<file path="config.mk">
export PLATFORM = sky130hd
export DESIGN_NAME = uart_io_ctrl
export DESIGN_NICKNAME = d
export VERILOG_FILES = /design/src/rtl/uart_io_pkg.sv /design/src/rtl/sync_fifo.sv /design/src/rtl/uart_io_ctrl.sv
export SDC_FILE = /design/constraint.sdc
export NUM_CORES = 1
export LEC_CHECK = 0
export BUFFER_PORTS_ARGS = -buffer_cell sky130_fd_sc_hd__buf_2
export CAP_MARGIN = 20
export CELL_PAD_IN_SITES_DETAIL_PLACEMENT = 1
export CELL_PAD_IN_SITES_GLOBAL_PLACEMENT = 1
export CORE_MARGIN = 2
export CORE_UTILIZATION = 40
export CTS_CLUSTER_DIAMETER = 150
export DETAILED_ROUTE_END_ITERATION = 8
export PLACE_DENSITY = 0.7
export SLEW_MARGIN = 25
export SYNTH_ARGS = -nofsm -noshare
export SYNTH_HDL_FRONTEND = slang
export SYNTH_SLANG_ARGS = --single-unit
export TNS_END_PERCENT = 5
</file>
<file path="constraint.sdc">
create_clock -name clk -period 3.89 [get_ports clk]
set_input_delay 0.389 -clock clk [delete_from_list [all_inputs] [get_ports clk]]
set_output_delay 0.389 -clock clk [all_outputs]
set_load 0.005 [all_outputs]
</file>
<file path="src/rtl/uart_io_pkg.sv">
// Shared types and widths for the UART I/O controller.
package uart_io_pkg;

  localparam int BYTE_W = 8;
  localparam int DATA_W = 32;

  typedef enum logic {
    R_IDLE = 1'b0,
    R_WAIT = 1'b1
  } rd_state_t;

  typedef enum logic {
    W_IDLE = 1'b0,
    W_WAIT = 1'b1
  } wr_state_t;

endpackage

</file>
<file path="src/rtl/sync_fifo.sv">
// Single-clock FIFO with registered count; full/empty come from the count before this cycle's pop.
module sync_fifo #(
  parameter int DEPTH_LOG2 = 4,
  parameter int W          = 8
) (
  input  logic                  clk,
  input  logic                  rstn,
  input  logic                  push,
  input  logic [W-1:0]          din,
  input  logic                  pop,
  output logic [W-1:0]          dout,
  output logic [DEPTH_LOG2:0]   count,
  output logic                  full,
  output logic                  empty
);

  localparam int                  DEPTH     = 1 << DEPTH_LOG2;
  localparam logic [DEPTH_LOG2:0] CNT_FULL  = {1'b1, {DEPTH_LOG2{1'b0}}};
  localparam logic [DEPTH_LOG2:0] CNT_ONE   = {{DEPTH_LOG2{1'b0}}, 1'b1};
  localparam logic [DEPTH_LOG2-1:0] PTR_ONE = {{(DEPTH_LOG2-1){1'b0}}, 1'b1};

  logic [W-1:0]            mem [DEPTH];
  logic [DEPTH_LOG2-1:0]   wr_ptr;
  logic [DEPTH_LOG2-1:0]   rd_ptr;
  logic                    push_ok;
  logic                    pop_ok;

  assign full    = (count == CNT_FULL);
  assign empty   = (count == '0);
  // A push into a full FIFO is refused even when a pop frees a slot this cycle.
  assign push_ok = push && !full;
  assign pop_ok  = pop && !empty;
  assign dout    = mem[rd_ptr];

  always_ff @(posedge clk) begin
    if (push_ok) mem[wr_ptr] <= din;
  end

  always_ff @(posedge clk) begin
    if (!rstn) begin
      wr_ptr <= '0;
      rd_ptr <= '0;
      count  <= '0;
    end else begin
      if (push_ok) wr_ptr <= wr_ptr + PTR_ONE;
      if (pop_ok)  rd_ptr <= rd_ptr + PTR_ONE;
      case ({push_ok, pop_ok})
        2'b10:   count <= count + CNT_ONE;
        2'b01:   count <= count - CNT_ONE;
        default: count <= count;
      endcase
    end
  end

endmodule

</file>
<file path="src/rtl/uart_io_ctrl.sv">
// Buffers exec UART read/write requests through RX/TX FIFOs and returns one-cycle done pulses.
// Optional word reads (4 bytes, big-endian) are enabled by defining UART_IO_WORD_EN.
module uart_io_ctrl
  import uart_io_pkg::*;
#(
  parameter int RX_DEPTH_LOG2 = 4,
  parameter int TX_DEPTH_LOG2 = 4
) (
  input  logic              clk,
  input  logic              rstn,
  input  logic              uart_renable,
`ifdef UART_IO_WORD_EN
  input  logic              uart_rword,
`endif
  output logic              uart_rdone,
  output logic [DATA_W-1:0] uart_rd,
  input  logic              uart_wenable,
  input  logic [DATA_W-1:0] uart_wd,
  output logic              uart_wdone,
  input  logic              rx_valid,
  input  logic [BYTE_W-1:0] rx_data,
  output logic              tx_valid,
  output logic [BYTE_W-1:0] tx_data,
  input  logic              tx_ready,
  output logic              rx_overflow
);

  localparam int PAD_W = DATA_W - BYTE_W;

  logic              word_req;
`ifdef UART_IO_WORD_EN
  assign word_req = uart_rword;
`else
  assign word_req = 1'b0;
`endif

  logic [BYTE_W-1:0]       rx_dout;
  logic [RX_DEPTH_LOG2:0]  rx_count_unused;
  logic                    rx_full;
  logic                    rx_empty;
  logic                    rx_pop;

  logic [TX_DEPTH_LOG2:0]  tx_count_unused;
  logic                    tx_full;
  logic                    tx_empty;
  logic                    tx_push;
  logic [BYTE_W-1:0]       tx_din;

  logic                    wd_high_unused;
  assign wd_high_unused = ^uart_wd[DATA_W-1:BYTE_W];

  sync_fifo #(.DEPTH_LOG2(RX_DEPTH_LOG2), .W(BYTE_W)) u_rx_fifo (
    .clk   (clk),
    .rstn  (rstn),
    .push  (rx_valid),
    .din   (rx_data),
    .pop   (rx_pop),
    .dout  (rx_dout),
    .count (rx_count_unused),
    .full  (rx_full),
    .empty (rx_empty)
  );

  sync_fifo #(.DEPTH_LOG2(TX_DEPTH_LOG2), .W(BYTE_W)) u_tx_fifo (
    .clk   (clk),
    .rstn  (rstn),
    .push  (tx_push),
    .din   (tx_din),
    .pop   (tx_valid && tx_ready),
    .dout  (tx_data),
    .count (tx_count_unused),
    .full  (tx_full),
    .empty (tx_empty)
  );

  assign tx_valid = !tx_empty;

  always_ff @(posedge clk) begin
    if (!rstn)                    rx_overflow <= 1'b0;
    else if (rx_valid && rx_full) rx_overflow <= 1'b1;
  end

  // Read FSM: acc shifts in every popped byte so a word read ends with the first byte on top.
  rd_state_t         rd_state, rd_state_n;
  logic              word_mode, word_mode_n;
  logic [1:0]        byte_cnt, byte_cnt_n;
  logic [DATA_W-1:0] acc, acc_n;
  logic              rdone_n;
  logic [DATA_W-1:0] rd_n;

  always_comb begin
    rd_state_n  = rd_state;
    word_mode_n = word_mode;
    byte_cnt_n  = byte_cnt;
    acc_n       = acc;
    rdone_n     = 1'b0;
    rd_n        = uart_rd;
    rx_pop      = 1'b0;
    case (rd_state)
      R_IDLE: begin
        if (uart_renable) begin
          word_mode_n = word_req;
          byte_cnt_n  = 2'd0;
          if (!rx_empty) begin
            rx_pop = 1'b1;
            acc_n  = {acc[PAD_W-1:0], rx_dout};
            if (word_req) begin
              rd_state_n = R_WAIT;
              byte_cnt_n = 2'd1;
            end else begin
              rdone_n = 1'b1;
              rd_n    = {{PAD_W{1'b0}}, rx_dout};
            end
          end else begin
            rd_state_n = R_WAIT;
          end
        end
      end
      R_WAIT: begin
        if (!rx_empty) begin
          rx_pop = 1'b1;
          acc_n  = {acc[PAD_W-1:0], rx_dout};
          if (!word_mode || byte_cnt == 2'd3) begin
            rdone_n    = 1'b1;
            rd_n       = word_mode ? {acc[PAD_W-1:0], rx_dout} : {{PAD_W{1'b0}}, rx_dout};
            rd_state_n = R_IDLE;
          end else begin
            byte_cnt_n = byte_cnt + 2'd1;
          end
        end
      end
      default: rd_state_n = R_IDLE;
    endcase
  end

  always_ff @(posedge clk) begin
    if (!rstn) begin
      rd_state   <= R_IDLE;
      word_mode  <= 1'b0;
      byte_cnt   <= 2'd0;
      acc        <= '0;
      uart_rdone <= 1'b0;
      uart_rd    <= '0;
    end else begin
      rd_state   <= rd_state_n;
      word_mode  <= word_mode_n;
      byte_cnt   <= byte_cnt_n;
      acc        <= acc_n;
      uart_rdone <= rdone_n;
      uart_rd    <= rd_n;
    end
  end

  // Write FSM: in W_IDLE the byte goes straight from uart_wd, in W_WAIT from the latch.
  wr_state_t         wr_state, wr_state_n;
  logic [BYTE_W-1:0] wbyte, wbyte_n;
  logic              wdone_n;

  assign tx_din = (wr_state == W_IDLE) ? uart_wd[BYTE_W-1:0] : wbyte;

  always_comb begin
    wr_state_n = wr_state;
    wbyte_n    = wbyte;
    wdone_n    = 1'b0;
    tx_push    = 1'b0;
    case (wr_state)
      W_IDLE: begin
        if (uart_wenable) begin
          wbyte_n = uart_wd[BYTE_W-1:0];
          if (!tx_full) begin
            tx_push = 1'b1;
            wdone_n = 1'b1;
          end else begin
            wr_state_n = W_WAIT;
          end
        end
      end
      W_WAIT: begin
        if (!tx_full) begin
          tx_push    = 1'b1;
          wdone_n    = 1'b1;
          wr_state_n = W_IDLE;
        end
      end
      default: wr_state_n = W_IDLE;
    endcase
  end

  always_ff @(posedge clk) begin
    if (!rstn) begin
      wr_state   <= W_IDLE;
      wbyte      <= '0;
      uart_wdone <= 1'b0;
    end else begin
      wr_state   <= wr_state_n;
      wbyte      <= wbyte_n;
      uart_wdone <= wdone_n;
    end
  end

endmodule

</file>
### Word-level counts from Yosys, hierarchy flattened

Memory sizes are Yosys's and may differ from the RTL's. A register that Yosys moved wholly into a read port is not among the register bits.
Cells that the tools add are included.

* bits of input ports: 46
* memories kept: 2
* bits in writable memories: 256
* output and inout port bits: 44
* register bits: 71

* eq/ne operators: 9
* multiplexer cells: 26
* bitwise logic cells: 2
* $add $sub $neg: 8
* reduce and logical (&&, ||, !) cells: 16

Memory list
* u_rx_fifo.mem: depth 16, bits a word 8, rd ports 1, clocked after Yosys merged registers in 1, wr ports 1, RTL line sync_fifo.sv:22 `logic [W-1:0] mem [DEPTH];`
* u_tx_fifo.mem: depth 16, bits a word 8, rd ports 1, clocked after Yosys merged registers in 1, wr ports 1, RTL line sync_fifo.sv:22

Operators with widths (count)
* 2-to-1 mux 32 bit: 2
* case mux 32 bit (2 select lines): 1
* case mux 5 bit (2 select lines): 2
* adder 4 x 1 -> 4 bit (second input constant): 4
* 2-to-1 mux 4 bit: 4
* 2-to-1 mux 1 bit: 12
* adder 5 x 1 -> 5 bit (second input constant): 2
* equality test 5 bit (second input constant): 2
* logical NOT 5 bit: 2
* subtractor 5 x 1 -> 5 bit (second input constant): 2
* 2-to-1 mux 8 bit: 1
* case mux 1 bit (2 select lines): 4
* logical AND 1 bit: 6
* inequality test 2 bit (second input constant): 3
* equality test 2 x 1 -> 1 bit (second input constant): 2
* equality test 2 bit (second input constant): 2
* logical NOT 1 bit: 4
* nonzero test 2 bit: 2
* AND reduction 3 bit: 1
* NOT 1 bit: 2
* AND reduction 2 bit: 1

### Depth between registers and ports, before layout

Gate-level depths: netlist of the first run.

* word-level depth: 7
* depth in mapped cells: 13
* depth with buffers taken out: 11

### Hierarchy

From an unflattened synthesis of the first run, not the netlist that was laid out.

* cell total of the unflattened synthesis: 730
* area, all modules: 13015.0 µm²

By module, submodules not included
* sync_fifo: cells an instance 307, area an instance 5967.0 µm², sequential area each 4184.0 µm², times used 2
* uart_io_ctrl: cells an instance 116, area an instance 1081.0 µm², sequential area each 420.4 µm², times used 1

### Worst setup path before layout of the first run

Ideal clock, no wire load.

* path kind: register -> register
* start: reg u_rx_fifo.count[1]
* end: reg u_rx_fifo.count[4]
* stages on the path, launching flop included: 13
* setup slack: 1083 ps
* clock period less this slack: 2807 ps
* setup time: 76 ps
* path buffers: 2
* arrival time: 2731 ps
* cell sequence: dfxtp_1 > buf_6 > or4_4 > o22ai_4 > inv_4 > ha_1 > clkbuf_1 > xor2_1 > ha_1 > o21ba_2 > nor4b_1 > or4_1 > a21boi_0

* cells in the longest elaborated chain, start to end: 7
* elaborated cells between the ends (all ways): 15
* those cells by class: 2 x add/sub; 3 x eq/ne; 4 x mux; 6 x reduce/logical

Ends and longest elaborated chain
* start, declared: RTL line sync_fifo.sv:12 `output logic [DEPTH_LOG2:0] count,`
* start signal, assigned: RTL line sync_fifo.sv:48 `2'b10: count <= count + CNT_ONE;`
* start signal, assigned: RTL line sync_fifo.sv:49 `2'b01: count <= count - CNT_ONE;`
* start signal, assigned: RTL line sync_fifo.sv:50 `default: count <= count;`
* logical NOT 5 bit (*): RTL line sync_fifo.sv:29 `assign empty = (count == '0);`
* 2-to-1 mux 1 bit: RTL line uart_io_ctrl.sv:104, uart_io_ctrl.sv:120
* 2-to-1 mux 1 bit: RTL line uart_io_ctrl.sv:101 `if (uart_renable) begin`
* case mux 1 bit (2 select lines): RTL line uart_io_ctrl.sv:99 `case (rd_state)`
* logical AND 1 bit (*): RTL line sync_fifo.sv:32 `assign pop_ok = pop && !empty;`
* named net u_rx_fifo.pop_ok: RTL line sync_fifo.sv:26 `logic pop_ok;`
* equality test 2 x 1 -> 1 bit or equality test 2 bit (tied branches): RTL line sync_fifo.sv:47 `case ({push_ok, pop_ok})`
* case mux 5 bit (2 select lines) or nonzero test 2 bit (tied branches)

Mark *: on every way through the listed nets, which the timed path passes. The rest lies on a longest branch.
A chain may end at the register's enable or synchronous reset.

### Worst setup path in the final report of the first run

Ends and elaborated chain as after synthesis.

==> flow_summary_export.csv, run 1 <==
group,metric,value,unit
outcome,status,"finished clean",
cts,clk_pin_slew,60,ps
grt,grt_max_degree,59,
worst_setup_path,cp-end-kind,"flop",
detailed_routing,wire_per_inst,21.8,µm
detailed_routing,first_pass_iters,4,
yosys,postSynthCellCount,698,
cells_and_area,antenna_cells,0,
die,die_h,181,µm
cts,cts_root_buf,"clkbuf_16",
cells_and_area,area.growth.synth_to_final,12.2,%
cells_and_area,drive_above_1_share,25.6,%
timing,finalSetupViolCount,0,
cells_and_area,final_cell_count_no_fill,1168,
placed_design,place.gp.congestion,0.709,
worst_setup_path,slowest_stage,"or4_4",
cts,cts_buffers,34,
grt,grt_most_used_layer,"met2",
detailed_routing,vias,6166,
die,dieArea,32900,µm²
cts,clk_path_buf_depth,3,
run,maxCapViolations,0,
yosys,synth_warnings,0,
worst_hold_path,hp-class,"input port to flop",
die,top_level_ports,90,
cts,clock_sinks,311,
cells_and_area,fill_cells,2959,
timing,min_period_over_period,81.9,%
grt,use_met2,28.9,%
power,ir_worst_vdd,0.418,mV
die,coreArea,30700,µm²
cells_and_area,fin_area,14100,µm²
worst_setup_path,critical-path-max-stage-delay,560,ps
grt,met3_usage,3.02,%
worst_setup_path,crit_required,4330,ps
placed_design,pre_cts_ws,728,ps
yosys,synth_flop_cell,"edfxtp_1",
grt,antenna_found_initial,0,
grt,grt_pass1_vias,6922,
timing,fin_skew,18.2,ps
worst_setup_path,arrival,3620,ps
yosys,synth_edf_count,256,
grt,grtUsageTotal,16.0,%
power,leakage,4.61,nW
yosys,ys_types,55,
placed_design,dpl_cell_area,13100,µm²
die,start_util,40.9,%
yosys,ys_top_cells_by_area,"edfxtp_1, mux4_2, dfxtp_1",
grt,met1_usage,19.5,%
worst_setup_path,path_buf_inv,1,
timing,drv_slew,0,
placed_design,port_buffers,41,
grt,grt_remaining_overflow,0,
detailed_routing,post-route-drc-count,0,
detailed_routing,drtIter0Drc,350,
timing,fmax,314,MHz
placed_design,dp_hpwl,16.5,mm
cts,postCtsResizedCells,0,
timing,worst_slew_pin_slew,959,ps
yosys,synth_top_cell_area_share,61.1,%
worst_setup_path,worstPathCellList,"or4_4 -> o22ai_4 -> inv_4 -> ha_1 -> xor2_1 -> ha_1 -> o21ba_2 -> nor4b_1 -> or4_1 -> a21boi_0",
timing,hold_viol,0,
cts,cts_hold_buf,0,
worst_setup_path,critPathLaunchType,"flop",
worst_setup_path,cpMostUsedCell,"ha_1",
cts,htreeDepth,2,
worst_setup_path,crit_type,"flop to flop",
grt,grt_pass1_wl,40.4,mm
cells_and_area,final_common_cell,"edfxtp_1",
die,die_w,181,µm
worst_setup_path,cp_max_fo,11,
yosys,synth_top_area_cell,"edfxtp_1",
yosys,postSynth.asyncResetShare,0,%
detailed_routing,postRouteAntennaNets,0,
worst_setup_path,cpLargestDelayFamily,"simple AND/OR/NAND/NOR gates",
yosys,seq_area_frac_synth,69.8,%
detailed_routing,wirelength,25.4,mm
cells_and_area,nets,810,
timing,relSlewSlack,35.8,%
detailed_routing,vias_per_cell,5.28,
cts,clock_latency,520,ps
yosys,ys_seq_elements,311,
timing,worst_slack,705,ps
placed_design,dp_cells,1107,
yosys,synth_area,12600,µm²
timing,grt_setup_unrepaired,"no",
cts,cts_tree,"yes",
timing,fin_tns_setup,0,ps
cells_and_area,final_cell_mix,"edfxtp_1, mux4_2, dfxtp_1",
power,cellPowerDensity,594,nW/µm²
die,num_rows,64,
yosys,synth.avg_cell_area,18.0,µm²
cts,post_cts_buffers,0,
timing,finalCriticalPeriod,3190,ps
-- kinds of logic (layout without fill, tap and decap cells) --
logic type | count (synthesis) | count (layout) | synth area share (%)
DFF | 311 | 311 | 69.8
and+or+nand+nor | 128 | 128 | 5.54
muxes | 107 | 107 | 15.8
buffers and inverters | 72 | 123 | 3.27
AOI/OAI and AO/OA | 43 | 43 | 2.56
xor gates and xnor gates | 19 | 19 | 1.32
adders and majority gates | 17 | 17 | 1.69
other | 1 | 24 | 0.0298
-- power breakdown --
group / internal (mW) / switching [mW] / leakage [nW]
Combinational: 0.673 / 0.733 / 1.35
Clock: 1.66 / 1.27 / 0.491
Sequential: 3.83 / 0.219 / 2.76
-- area by class of cell --
type	instances	area, µm²	share of cell area (%)
tap	396	495	3.51
clock buffer	44	908	6.43
multi-input combinational	338	3470	24.6
clock inverter	17	108	0.762
sequential	311	8790	62.3
timing repair buffer	52	300	2.13
inverter	10	40.0	0.284
-- worst min-delay path: cells and delay by family --
family,cells,cell delay (ps)
buffers and inverters,1,90
AND/OR/NAND/NOR,1,90
multiplexers,1,60
-- flip-flops by register name (all words and copies together), names as in the netlist, 4 cells and up, named ones only --
register          flops
u_rx_fifo.count       5
u_rx_fifo.mem       128
u_rx_fifo.rd_ptr      4
u_rx_fifo.wr_ptr      4
u_tx_fifo.count       5
u_tx_fifo.mem       128
u_tx_fifo.rd_ptr      4
u_tx_fifo.wr_ptr      4
uart_rd               8
wbyte                 8
-- Yosys cell counts, drive strengths merged, types with 2 or more instances --
| cell | number |
|---|---|
| a21boi | 7 |
| a21oi | 8 |
| a31oi | 2 |
| and2 | 21 |
| buf | 42 |
| clkbuf | 20 |
| dfxtp | 55 |
| edfxtp | 256 |
| ha | 17 |
| inv | 10 |
| mux2 | 8 |
| mux2i | 27 |
| mux4 | 72 |
| nand2 | 18 |
| nand2b | 6 |
| nand3 | 13 |
| nand4 | 4 |
| nand4b | 2 |
| nor2 | 30 |
| nor2b | 15 |
| nor3 | 9 |
| nor4 | 2 |
| o21ai | 6 |
| o21bai | 2 |
| o221ai | 8 |
| o22ai | 2 |
| o31ai | 2 |
| or3 | 2 |
| or4 | 2 |
| xnor2 | 14 |
| xor2 | 5 |
-- worst paths after layout --
check,cells past startpoint,end,startpoint,slack [ps]
worst min register to register,2,rx_overflow,rx_overflow,500
worst max register to register,10,u_rx_fifo.count[4],u_rx_fifo.count[1],700
worst min-delay path,3,wbyte[6],uart_wd[6],160
worst max-delay path,10,u_rx_fifo.count[4],u_rx_fifo.count[1],700
-- per-layer routing --
metal	routed length [µm]	vias to the layer above
li1	-	2782
met1	10600	3223
met2	13400	125
met3	988	36
met4	457	0
met5	0	-
-- stage by stage --
| stage | hold WS, ps | util [%] | power [mW] |
|---|---|---|---|
| 2_1_floorplan | 477 | - | 5.11 |
| 6_report | 164 | 45.9 | 8.39 |
| 3_5_place_dp | 491 | 42.6 | 5.54 |
| 5_1_grt | 188 | 45.9 | 8.79 |
| 4_1_cts | 144 | 45.9 | 8.48 |
| 3_3_place_gp | 479 | 42.6 | 5.44 |
Note: power is estimated with default switching activity, not from simulation.
==> inputs of run 2 (changes only) <==
==> constraint.sdc (replaced) <==
create_clock -name clk -period 3.15 [get_ports clk]
set_input_delay 0.315 -clock clk [delete_from_list [all_inputs] [get_ports clk]]
set_output_delay 0.315 -clock clk [all_outputs]
set_load 0.005 [all_outputs]
==> run 2 against run 1 <==
  * Worst setup slack worse by 510 ps
  * Via count up 0.55%
  * Final cell count up 1.2%
  * Final area up 0.84%
  * Clock skew up 5.0 ps
  * Sequential share of layout area down 0.54 points
  * Sequential cell count unchanged
  * Critical endpoint is now tx_data[2]
  * Largest cell class unchanged
  * Highest routed layer unchanged
==> flow_summary_export.csv, run 2 (synthesized netlist as in run 1, its figures left out) <==
group,metric,value,unit
grt,antenna_found_initial,0,
placed_design,dp_cells,1120,
grt,met3_usage,2.50,%
cts,cts_tree,"yes",
detailed_routing,wire_per_inst,21.4,µm
worst_hold_path,whs_path_depth,3,
cells_and_area,final_common_cell,"edfxtp_1",
grt,grt_max_degree,35,
cells_and_area,nets,823,
detailed_routing,wirelength,25.3,mm
placed_design,place.gp.congestion,0.764,
grt,grt_remaining_overflow,0,
timing,worst_slew_pin_slew,1030,ps
grt,grt_most_used_layer,"met2",
worst_setup_path,crit_required,2830,ps
cts,clk_path_buf_depth,3,
power,leakage,4.70,nW
timing,grt_setup_unrepaired,"no",
placed_design,port_buffers,41,
run,maxCapViolations,0,
worst_hold_path,hp-start,"uart_wd[1]",
worst_setup_path,rr_worst_depth,10,
cells_and_area,multi_input_area,3470,µm²
grt,grt_pass1_wl,39.7,mm
cells_and_area,area.growth.synth_to_final,13.1,%
timing,fmax,338,MHz
worst_hold_path,hp-class,"input port to flop",
cells_and_area,top_regs,"u_rx_fifo.mem x128, u_tx_fifo.mem x128",
cells_and_area,final_cell_count_no_fill,1182,
worst_setup_path,arrival,2640,ps
detailed_routing,first_pass_iters,4,
grt,grt_pass1_vias,6789,
cells_and_area,drive_above_1_share,26.6,%
power,power.total,10.5,mW
die,dieArea,32900,µm²
cells_and_area,fin_area,14200,µm²
cells_and_area,regArea,8790,µm²
placed_design,dp_hpwl,16.7,mm
worst_setup_path,r2r-end,"u_rx_fifo.count[4]",
detailed_routing,vias_per_cell,5.25,
worst_setup_path,crit_type,"flop to output pin",
detailed_routing,postRouteAntennaNets,0,
cts,cts_buffers,34,
cts,cts_hold_buf,0,
cells_and_area,final_cell_mix,"edfxtp_1, mux4_2, dfxtp_1",
detailed_routing,vias,6200,
outcome,status,"finished clean",
cts,cts_root_buf,"clkbuf_16",
die,num_rows,64,
die,top_level_ports,90,
worst_setup_path,cp-end-kind,"output pin",
timing,finalCriticalPeriod,2960,ps
die,die_w,181,µm
timing,min_period_over_period,93.9,%
cells_and_area,fill_cells,2962,
grt,use_met2,28.3,%
timing,relSlewSlack,31.1,%
worst_setup_path,cp_max_fo,13,
grt,met1_usage,19.9,%
worst_setup_path,r2r_setup_slack,220,ps
timing,fin_skew,23.3,ps
cts,postCtsResizedCells,0,
timing,fin_tns_setup,0,ps
detailed_routing,post-route-drc-count,0,
cts,clock_latency,510,ps
placed_design,dpl_cell_area,13200,µm²
timing,hold_viol,0,
die,die_h,181,µm
worst_hold_path,holdPathEnd,"wbyte[1]",
cts,clock_sinks,311,
worst_setup_path,critPathLaunchType,"flop",
die,start_util,40.9,%
cells_and_area,utilization,46.3,%
worst_setup_path,r2r_start,"u_rx_fifo.count[1]",
cts,post_cts_buffers,0,
power,cellPowerDensity,738,nW/µm²
grt,grtUsageTotal,15.7,%
cts,htreeDepth,2,
cts,clk_pin_slew,60,ps
timing,drv_slew,0,
timing,finalSetupViolCount,0,
cells_and_area,antenna_cells,0,
detailed_routing,drtIter0Drc,295,
die,coreArea,30700,µm²
power,ir_worst_vdd,0.480,mV
## run 2: cell types whose count changed in the layout (fill, tap and decap cells not counted), sizes merged
| cell | change |
|---|---|
| buf | +13 |
| clkinvlp | -4 |
| clkbuf | +2 |
| bufinv | +1 |
| clkinv | +1 |
| inv | +1 |
## run 2: worst max-delay path by stage
stage	startpoint	end	slack [ps]
2_1_floorplan	u_rx_fifo.count[1]	u_rx_fifo.count[4]	340
3_3_place_gp	u_rx_fifo.count[1]	u_rx_fifo.count[4]	350
3_5_place_dp	u_rx_fifo.count[1]	u_rx_fifo.count[4]	210
4_1_cts	flop	tx_data[2]	100
5_1_grt	flop	tx_data[2]	10
6_report	flop	tx_data[2]	190
## run 2: critical path, cell delays in order (launching register included)
cell and delay, ps:
dfxtp_2 650, buf_4 290, mux4_2 530, mux4_2 510, buf_2 150
## run 2: report_power, final
group | switching [mW] | total, mW | internal (mW)
clock | 1.57 | 3.72 | 2.15
sequential | 0.263 | 4.99 | 4.73
combinational | 0.935 | 1.80 | 0.863
## run 2: area by class of cell
class,instances,share of cell area [%]
sequential,311,61.8
multi-input combinational,338,24.4
clock buffer,46,6.45
tap,396,3.48
timing repair buffer,65,2.79
clock inverter,16,0.870
inverter,10,0.281
## run 2: per-stage QoR
step | hold slack, ps | setup slack [ps]
final | 85.3 | 194
after global placement | 491 | 346
after CTS | 75.2 | 103
after floorplan | 414 | 343
after global routing | 87.4 | 14.7
after detailed placement | 502 | 208
## run 2: per-layer routing
layer	vias to the layer above	part of all wire, %
met5	-	0
met1	3233	43
met2	118	52
li1	2815	-
met4	0	1.7
met3	34	3.8
